$ cat src/rtl/l6_thalamic_feedback_agg.sv
// L6 corticothalamic feedback aggregator: gain-weighted column average -> thalamic inhibition and theta gate.
// Define L6_TRN_FEEDBACK_EN to add the TRN amplification gain (K_TRN) to the inhibition path.
module l6_thalamic_feedback_agg #(
    parameter int WIDTH    = 18,
    parameter int FRAC     = 14,
    parameter int N_COLS   = 3,
    parameter int INV_N    = 5461,
    parameter int K_DIRECT = 1638,
    parameter int K_TRN    = 3277
) (
    input  logic                       clk,
    input  logic                       rst_n,
    input  logic                       in_valid,
    input  logic [N_COLS*WIDTH-1:0]    l6_x_packed,
    input  logic [N_COLS*WIDTH-1:0]    col_gain_packed,
    output logic                       busy,
    output logic                       out_valid,
    output logic signed [WIDTH-1:0]    l6_alpha_feedback,
    output logic signed [WIDTH-1:0]    l6_inhibition,
    output logic signed [WIDTH-1:0]    theta_gate,
    output logic                       overrun
);

    localparam int CNT_W = $clog2(N_COLS + 1);
    localparam int PRD_W = 2 * WIDTH;
    localparam int ACC_W = 2 * WIDTH + $clog2(N_COLS + 1);
    localparam int SCL_W = ACC_W + WIDTH + 1;
    localparam int INH_W = 2 * WIDTH + 2;

`ifdef L6_TRN_FEEDBACK_EN
    localparam int K_EFF = K_DIRECT + K_TRN;
`else
    // Constant-folded to K_DIRECT; K_TRN stays referenced so both builds share one parameter list.
    localparam int K_EFF = K_DIRECT + 0 * K_TRN;
`endif

    localparam logic [CNT_W-1:0]        LAST_COL = CNT_W'(N_COLS - 1);
    localparam logic signed [SCL_W-1:0] INV_N_S  = SCL_W'(INV_N);
    localparam logic signed [SCL_W-1:0] AVG_MAX  = SCL_W'((2 ** (WIDTH - 1)) - 1);
    localparam logic signed [SCL_W-1:0] AVG_MIN  = SCL_W'(-(2 ** (WIDTH - 1)));
    localparam logic signed [INH_W-1:0] K_EFF_S  = INH_W'(K_EFF);
    localparam logic signed [INH_W-1:0] INH_MAX  = INH_W'((2 ** (WIDTH - 1)) - 1);
    localparam logic signed [INH_W-1:0] INH_MIN  = INH_W'(-(2 ** (WIDTH - 1)));
    localparam logic signed [INH_W-1:0] ONE_I    = INH_W'(2 ** FRAC);
    localparam logic signed [INH_W-1:0] ZERO_I   = '0;
    localparam logic signed [WIDTH-1:0] ONE_W    = WIDTH'(2 ** FRAC);

    typedef enum logic [1:0] {
        S_IDLE,
        S_ACCUM,
        S_SCALE,
        S_OUT
    } state_t;

    state_t                      r_state;
    state_t                      w_nextState;
    logic [CNT_W-1:0]            r_colCnt;
    logic [N_COLS*WIDTH-1:0]     r_l6;
    logic [N_COLS*WIDTH-1:0]     r_gain;
    logic signed [ACC_W-1:0]     r_acc;
    logic signed [WIDTH-1:0]     r_avg;

    logic signed [PRD_W-1:0]     w_prod;
    logic signed [ACC_W-1:0]     w_accShift;
    logic signed [SCL_W-1:0]     w_scaled;
    logic signed [SCL_W-1:0]     w_avgWide;
    logic signed [WIDTH-1:0]     w_avgSat;
    logic signed [INH_W-1:0]     w_inhProd;
    logic signed [INH_W-1:0]     w_inhWide;
    logic signed [INH_W-1:0]     w_thetaWide;
    logic signed [WIDTH-1:0]     w_inhSat;
    logic signed [WIDTH-1:0]     w_thetaSat;

    always_ff @(posedge clk or negedge rst_n) begin
        if (!rst_n) begin
            r_state <= S_IDLE;
        end else begin
            r_state <= w_nextState;
        end
    end

    always_comb begin
        w_nextState = r_state;
        case (r_state)
            S_IDLE:  if (in_valid) w_nextState = S_ACCUM;
            S_ACCUM: if (r_colCnt == LAST_COL) w_nextState = S_SCALE;
            S_SCALE: w_nextState = S_OUT;
            S_OUT:   w_nextState = S_IDLE;
            default: w_nextState = S_IDLE;
        endcase
    end

    assign busy = (r_state != S_IDLE);

    // Captured operands shift down one column per ACCUM cycle, so column 0 is always in the low word.
    assign w_prod     = PRD_W'($signed(r_gain[WIDTH-1:0])) * PRD_W'($signed(r_l6[WIDTH-1:0]));
    assign w_accShift = r_acc >>> FRAC;
    assign w_scaled   = SCL_W'(w_accShift) * INV_N_S;
    assign w_avgWide  = w_scaled >>> FRAC;

    always_comb begin
        w_avgSat = w_avgWide[WIDTH-1:0];
        if (w_avgWide > AVG_MAX) begin
            w_avgSat = AVG_MAX[WIDTH-1:0];
        end else if (w_avgWide < AVG_MIN) begin
            w_avgSat = AVG_MIN[WIDTH-1:0];
        end
    end

    assign w_inhProd   = INH_W'(r_avg) * K_EFF_S;
    assign w_inhWide   = w_inhProd >>> FRAC;
    assign w_thetaWide = ONE_I - w_inhWide;

    // The gate is clamped from the unsaturated inhibition so it stays exact at both extremes.
    always_comb begin
        w_inhSat   = w_inhWide[WIDTH-1:0];
        w_thetaSat = w_thetaWide[WIDTH-1:0];
        if (w_inhWide > INH_MAX) begin
            w_inhSat = INH_MAX[WIDTH-1:0];
        end else if (w_inhWide < INH_MIN) begin
            w_inhSat = INH_MIN[WIDTH-1:0];
        end
        if (w_thetaWide < ZERO_I) begin
            w_thetaSat = '0;
        end else if (w_thetaWide > ONE_I) begin
            w_thetaSat = ONE_W;
        end
    end

    always_ff @(posedge clk or negedge rst_n) begin
        if (!rst_n) begin
            r_l6              <= '0;
            r_gain            <= '0;
            r_acc             <= '0;
            r_colCnt          <= '0;
            r_avg             <= '0;
            out_valid         <= 1'b0;
            overrun           <= 1'b0;
            l6_alpha_feedback <= '0;
            l6_inhibition     <= '0;
            theta_gate        <= ONE_W;
        end else begin
            out_valid <= (r_state == S_OUT);
            if (in_valid && (r_state != S_IDLE)) begin
                overrun <= 1'b1;
            end
            case (r_state)
                S_IDLE: begin
                    if (in_valid) begin
                        r_l6     <= l6_x_packed;
                        r_gain   <= col_gain_packed;
                        r_acc    <= '0;
                        r_colCnt <= '0;
                    end
                end
                S_ACCUM: begin
                    r_acc    <= r_acc + ACC_W'(w_prod);
                    r_l6     <= r_l6 >> WIDTH;
                    r_gain   <= r_gain >> WIDTH;
                    r_colCnt <= r_colCnt + CNT_W'(1);
                end
                S_SCALE: begin
                    r_avg <= w_avgSat;
                end
                S_OUT: begin
                    l6_alpha_feedback <= r_avg;
                    l6_inhibition     <= w_inhSat;
                    theta_gate        <= w_thetaSat;
                end
                default: begin
                end
            endcase
        end
    end

endmodule

$ cat config.mk
export PLATFORM = sky130hd
export DESIGN_NAME = l6_thalamic_feedback_agg
export DESIGN_NICKNAME = d
export VERILOG_FILES = /design/src/rtl/l6_thalamic_feedback_agg.sv
export SDC_FILE = /design/constraint.sdc
export NUM_CORES = 2
export LEC_CHECK = 0
export ABC_AREA = 1
export CAP_MARGIN = 20
export CORE_ASPECT_RATIO = 0.75
export CORE_MARGIN = 2
export CORE_UTILIZATION = 50
export CTS_CLUSTER_DIAMETER = 120
export DETAILED_ROUTE_END_ITERATION = 10
export PLACE_DENSITY_LB_ADDON = 0.3
export SLEW_MARGIN = 15
export SYNTH_ARGS = -nofsm -noshare
export SYNTH_HDL_FRONTEND = slang
export SYNTH_SLANG_ARGS = --single-unit
$ cat constraint.sdc
create_clock -name clk -period 7.07 [get_ports clk]
set_input_delay 1.7675 -clock clk [delete_from_list [all_inputs] [get_ports clk]]
set_output_delay 1.7675 -clock clk [all_outputs]
set_load 0.005 [all_outputs]
---- Word-level counts from Yosys, hierarchy flattened ----
Cells that the tools add are included.
word-level totals
  register bits after elaboration ......... 224
  output and inout bits ................... 57
  logic and storage cells ................. 52
cells by class
  add/subtract/negate cells ............... 3
  multipliers ............................. 3
  magnitude comparators ................... 6
  equal/unequal tests ..................... 6
  mux-type cells .......................... 17
  reductions and logical operators ........ 6
operators with widths
  operator                number
  $pmux 54 s2             2
  $mux 18                 6
  $mux 54                 2
  $pmux 38 s2             1
  $add 38x36->38          1
  $mul 24x14->38 const B  1
  $mux 38                 1
  $mul 18x18->36          1
  $mul 18x11->29 const B  1
  $gt 24x18->1 const B    1
  $lt 24x18->1 const B    1
  $gt 16x18->1 const B    1
  $lt 16x18->1 const B    1
  $gt 17x16->1 const B    1
  $lt 17x1->1 const B     1
  $sub 16x16->17 const A  1
  $pmux 2 s4              1
  $eq 2x2->1 const B      3
  $mux 2                  3
  $ne 2x2->1 const B      2
  $pmux 2 s2              1
  $reduce_and 2->1        2
  $reduce_bool 2->1       2
  $add 2x1->2 const B     1
  3 further kinds         3

---- Logic depth before layout (Yosys ltp) ----
  word-level depth ........................ 5
  mapped depth ............................ 33
  gate-level depth less buffers ........... 32

---- Worst setup path after synthesis ----
Ideal clock, no wire load.
  path kind ............................... reg-to-reg
  from .................................... register r_gain[17]
  to ...................................... register r_acc[35]
  arrival ................................. 6,402 ps
  required time ........................... 6,939 ps
  path slack .............................. 536 ps
  stages on the path, launching flop included .. 23
  buffers on the path ..................... 2
  period minus slack after synthesis ...... 6,534 ps
  cell sequence ........................... dfrtp_1 clkbuf_1 clkbuf_1 nand2_1 inv_1 fa_1 fa_1 fa_1 fa_1 inv_1 fa_1 inv_1 fa_1 ha_1 ha_1 a21o_1 a31oi_1 o21ai_0 a221oi_1 nand2_1 a21o_1 nor2_1 o22ai_1
on the way
  cells in the longest elaborated chain, start to end .. 3
RTL lines
  what                    RTL line  RTL
  start, declared         59        logic [N_COLS*WIDTH-1:0] r_gain;
  start signal, assigned  151       r_gain <= col_gain_packed;
  start signal, assigned  159       r_gain <= r_gain >> WIDTH;
  $mul 18x18->36          96        assign w_prod = PRD_W'($signed(r_gain[WIDTH-1:0])) * PRD_W'($signed(r_l6[WIDTH-1:0]));
  $add 38x36->38          157       r_acc <= r_acc + ACC_W'(w_prod);
  $pmux 38 s2             147       case (r_state)
  end signal, assigned    157
  end, declared           60        logic signed [ACC_W-1:0] r_acc;
No other way between the ends.
A chain may end at the register's enable or synchronous reset.

---- Final worst setup path ----
  from .................................... register r_gain[17]
  to ...................................... register r_acc[31]
Same word-level chain as after synthesis.

==> impl.org <==
** Timing
- Unrepaired setup endpoints after global routing :: no
- Measured against its own limit, the worst slew margin works out to 0.336.
- For the finished layout, the period the worst path requires is 6.75 ns.
- Pins Over Slew Limit :: 0
- Final worst-path cycle share :: 0.955
- Worst-case clock skew :: 0.0209 ns
- Final total negative setup slack :: 0 ns
- Final number of hold-violating endpoints :: 0
- Slew at the pin closest to its max-slew limit :: 0.995 ns
- Worst-case setup margin in the final layout :: 0.316 ns
- Setup violations remaining at the end of the flow were counted as 0.
- Derived from the worst setup path, the maximum achievable clock frequency is 148 MHz.

** Detailed routing
- The detail route stage leaves a number of antenna-violating nets equal to 0.
- For this run, design rule violations remaining after detail routing come to 0.
- Summed over all layers, the routed wires come to 86900 um.
- Before antenna repair, the detailed router went through 5 iterations.
- Via Count :: 26500
- Avg Vias per Cell :: 5.12
- After detailed routing, the average wire length per cell comes to 16.8 um.
- In this run, the number of DRC markers left after iteration 0 of detailed routing was 1923.

** Synthesis
- Most used flip-flop cell after synthesis :: dfrtp_1
- Post-synth top area cell :: fa_1
- nand2_1 is the most common cell in the netlist.
- Post-synth top area share :: 0.331
- In the post-synthesis netlist, the biggest area contributors are fa_1, dfrtp_1, nand2_1, ha_1, inv_1.
- Yosys cell types :: 47
- The synthesized design contains 221 register bits.
- Counting flops with an async set or reset pin after synthesis yields a share of 1.00.
- Counting flops with a built-in enable in the synthesized netlist gives 0.
- Cells after Synth :: 4142
- By count the netlist is led by nand2_1, inv_1, fa_1, ha_1, dfrtp_1.
- For this run, the number of Yosys warnings is 0.
- For this run, the register share of the synthesized area comes to 0.165.
- Each instance of the synthesized netlist takes up on average 8.12 um^2.
- The cell area that synthesis handed to floorplanning was 33600 um^2.

** CTS
- The cell sitting at the root of the clock tree is a clkbuf_16.
- Skew-Pair Late Insertion Delay :: 0.57 ns
- CTS HTree Levels :: 1
- Clock tree from TritonCTS :: built
- After clock tree synthesis, the clock-pin slew on the worst setup and hold paths is 0.06 ns.
- Counting every sink on the clock net gives 221.
- Longest Clk Path Bufs :: 3
- The number of clock buffers added by TritonCTS is 27.
- Total of hold buffers inserted after clock tree synthesis :: 0

** Status
- The run finished with clean final reports.

** Worst setup path
- Setup slack, reg-to-reg :: 0.32 ns
- Critical path startpoint category :: flip-flop
- At the worst endpoint, the required time is 7.47 ns.
- Arrival time of the worst setup path :: 7.15 ns
- Counting stages on the worst path, the most repeated cell is fa_1.
- Sort of element at the end of the critical path :: flip-flop
- Launch point of the worst reg-to-reg path :: r_gain[17]
- Max FO, Critical Path :: 7
- In this run the critical register-to-register path is captured at r_acc[31].
- Master of the slowest instance on the critical path :: fa_1
- CP startpoint :: r_gain[17]
- Levels on crit path :: 21
- The critical path is of the reg2reg type.
- Slowest Stage Delay on Critical Path :: 0.61 ns
- Cell chain of the critical path :: buf_4 > nand2_1 > inv_1 > fa_1 > fa_1 > buf_4 > fa_1 > inv_1 > fa_1 > fa_1 > fa_1 > inv_1 > ha_1 > ha_1 > nand2_1 > nor4_1 > nand3_1 > o21ai_0 > a21oi_1 > o21ai_0 > o21ai_0
- Following the worst setup path forward leads to its endpoint at r_acc[31].
- Worst reg2reg path depth :: 21
- The number of buffers and inverters on the critical path is 5.
- Among cell families on the critical path, the largest total delay comes from adder cells.

** Finish
- The multi-input combinational cells in the finished layout cover a total of 24000 um^2.
- Share of post-route cells with drive strength above 1 :: 0.0516
- Relative to the synthesized area, the layout overhead comes to 11.5%.
- Total number of nets in the final design :: 5280
- Fill cell count :: 6116
- In the final layout, flip-flops and latches occupy 5550 um^2.

** Global route
- Antenna violations before repair :: 3
- Pin count of the biggest net entering global routing :: 125
- The first global-routing pass estimated 141000 um of wire.
- Summed over all layers, the global routing overflow is 0.
- Number of global-route vias before repair :: 26300
- Across every metal layer, demand over resource in global routing totals 0.255.

** Hold path
- The min-delay analysis places its worst path in the category reg2reg.

** Floorplanning
- I/O pin cnt :: 168
- The die covers 69400 um^2.
- Die Y :: 229 um
- After floorplanning, the core was divided into 82 placement rows.
- The core region is 66700 um^2.
- The die is 303 um wide.
- Starting density of the core :: 0.504

** Place
- DP HPWL :: 72900 um
- GP Congestion :: 0.960
- Input and output buffers added on the ports amount to 165.
- OpenSTA, run right after detailed placement, puts the worst setup slack at 0.0313 ns.

** Run
- Reported max-cap violation count :: 0
-- worst reg2reg max path, delay by kind of cell, from the launching register on --
| kind | cells | cell delay [ns] |
|---|---|---|
| flip-flops | 1 | 0.51 |
| adder cells (fa/ha/maj) | 8 | 3.74 |
| AO/OA/AOI/OAI | 4 | 0.77 |
| buffers and inverters | 5 | 0.63 |
| AND/OR/NAND/NOR | 4 | 0.97 |
-- how the worst min path moves through the flow --
stage	start	to	slack [ns]	cells past startpoint
after floorplan	r_gain[36]	r_gain[36]	0.44	2
after CTS	r_gain[42]	r_gain[42]	0.47	2
after detailed placement	l6_alpha_feedback[7]	l6_alpha_feedback[7]	0.46	2
after global routing	r_l6[51]	r_l6[51]	0.49	2
final	r_gain[46]	r_gain[46]	0.47	2
after global placement	r_l6[52]	r_l6[52]	0.45	2
-- area by class of cell --
| class | count | area share |
|---|---|---|
| Timing Repair Buffer | 254 | 0.0634 |
| Multi-Input combinational cell | 2841 | 0.641 |
| Clock inverter | 17 | 0.00471 |
| Antenna cell | 1 | 0.0000668 |
| Clock buffer | 32 | 0.0193 |
| Inverter | 938 | 0.0940 |
| Tap cell | 882 | 0.0294 |
| Sequential cell | 221 | 0.148 |
-- flip-flops by register name, indices dropped and copies added (netlist names), 2 cells and up --
| name | cells |
|---|---|
| r_gain | 54 |
| r_l6 | 54 |
| r_acc | 38 |
| l6_alpha_feedback | 18 |
| r_avg | 18 |
| l6_inhibition | 17 |
| theta_gate | 16 |
| r_colCnt | 2 |
| r_state | 2 |
-- placed cells by master, fill, tap and decap left out, drive strengths merged, types with 29 or more instances in the layout --
cell	Yosys	layout
clkdlybuf4s50	0	164
xor2	29	29
ha	330	330
fa	556	556
nand3	129	129
a31oi	85	85
nor2	199	199
o21ai	109	109
inv	937	942
dfrtp	220	220
buf	15	90
a21oi	98	98
nand2	1147	1147
clkbuf	128	32
-- metal layers --
metal	GRT usage	share of wire	vias up
li1	-	-	12800
met1	0.399	0.48	12900
met2	0.375	0.43	824
met3	0.0480	0.079	84
met4	0.0394	0.017	4
met5	0	0.00029	-
-- stage by stage --
stage | area (um^2) | instances | util | hold slack, ns
after floorplan | 33600 | 4143 | - | 0.442
after global placement | 36500 | 5133 | 0.548 | 0.455
after detailed placement | 36500 | 5133 | 0.548 | 0.459
after CTS | 37400 | 5182 | 0.561 | 0.474
after global routing | 37500 | 5186 | 0.562 | 0.488
final | 37500 | 5186 | 0.562 | 0.473
-- cell families (layout without fill, tap and decap cells) --
kind of cell,Yosys count,in the layout,synth area share
xor gates and xnor gates,50,50,0.0132
AOI/OAI and AO/OA,354,354,0.0611
buffers and inverters,1081,1241,0.122
other,1,3,0.000112
and+or+nand+nor,1549,1549,0.186
adders and majority gates,886,886,0.454
DFF,221,221,0.165
-- timing repair --
item / 4_1_cts / 5_1_grt
gates resized for setup: 1 / 18
buffers inserted: 0 / 2
setup endpoints to repair: 1 / 14
pin swaps: 0 / 1
Power is left out: the tool's default activity adds up to more than one toggle a clock period on the data nets, which glitch-free logic cannot reach.
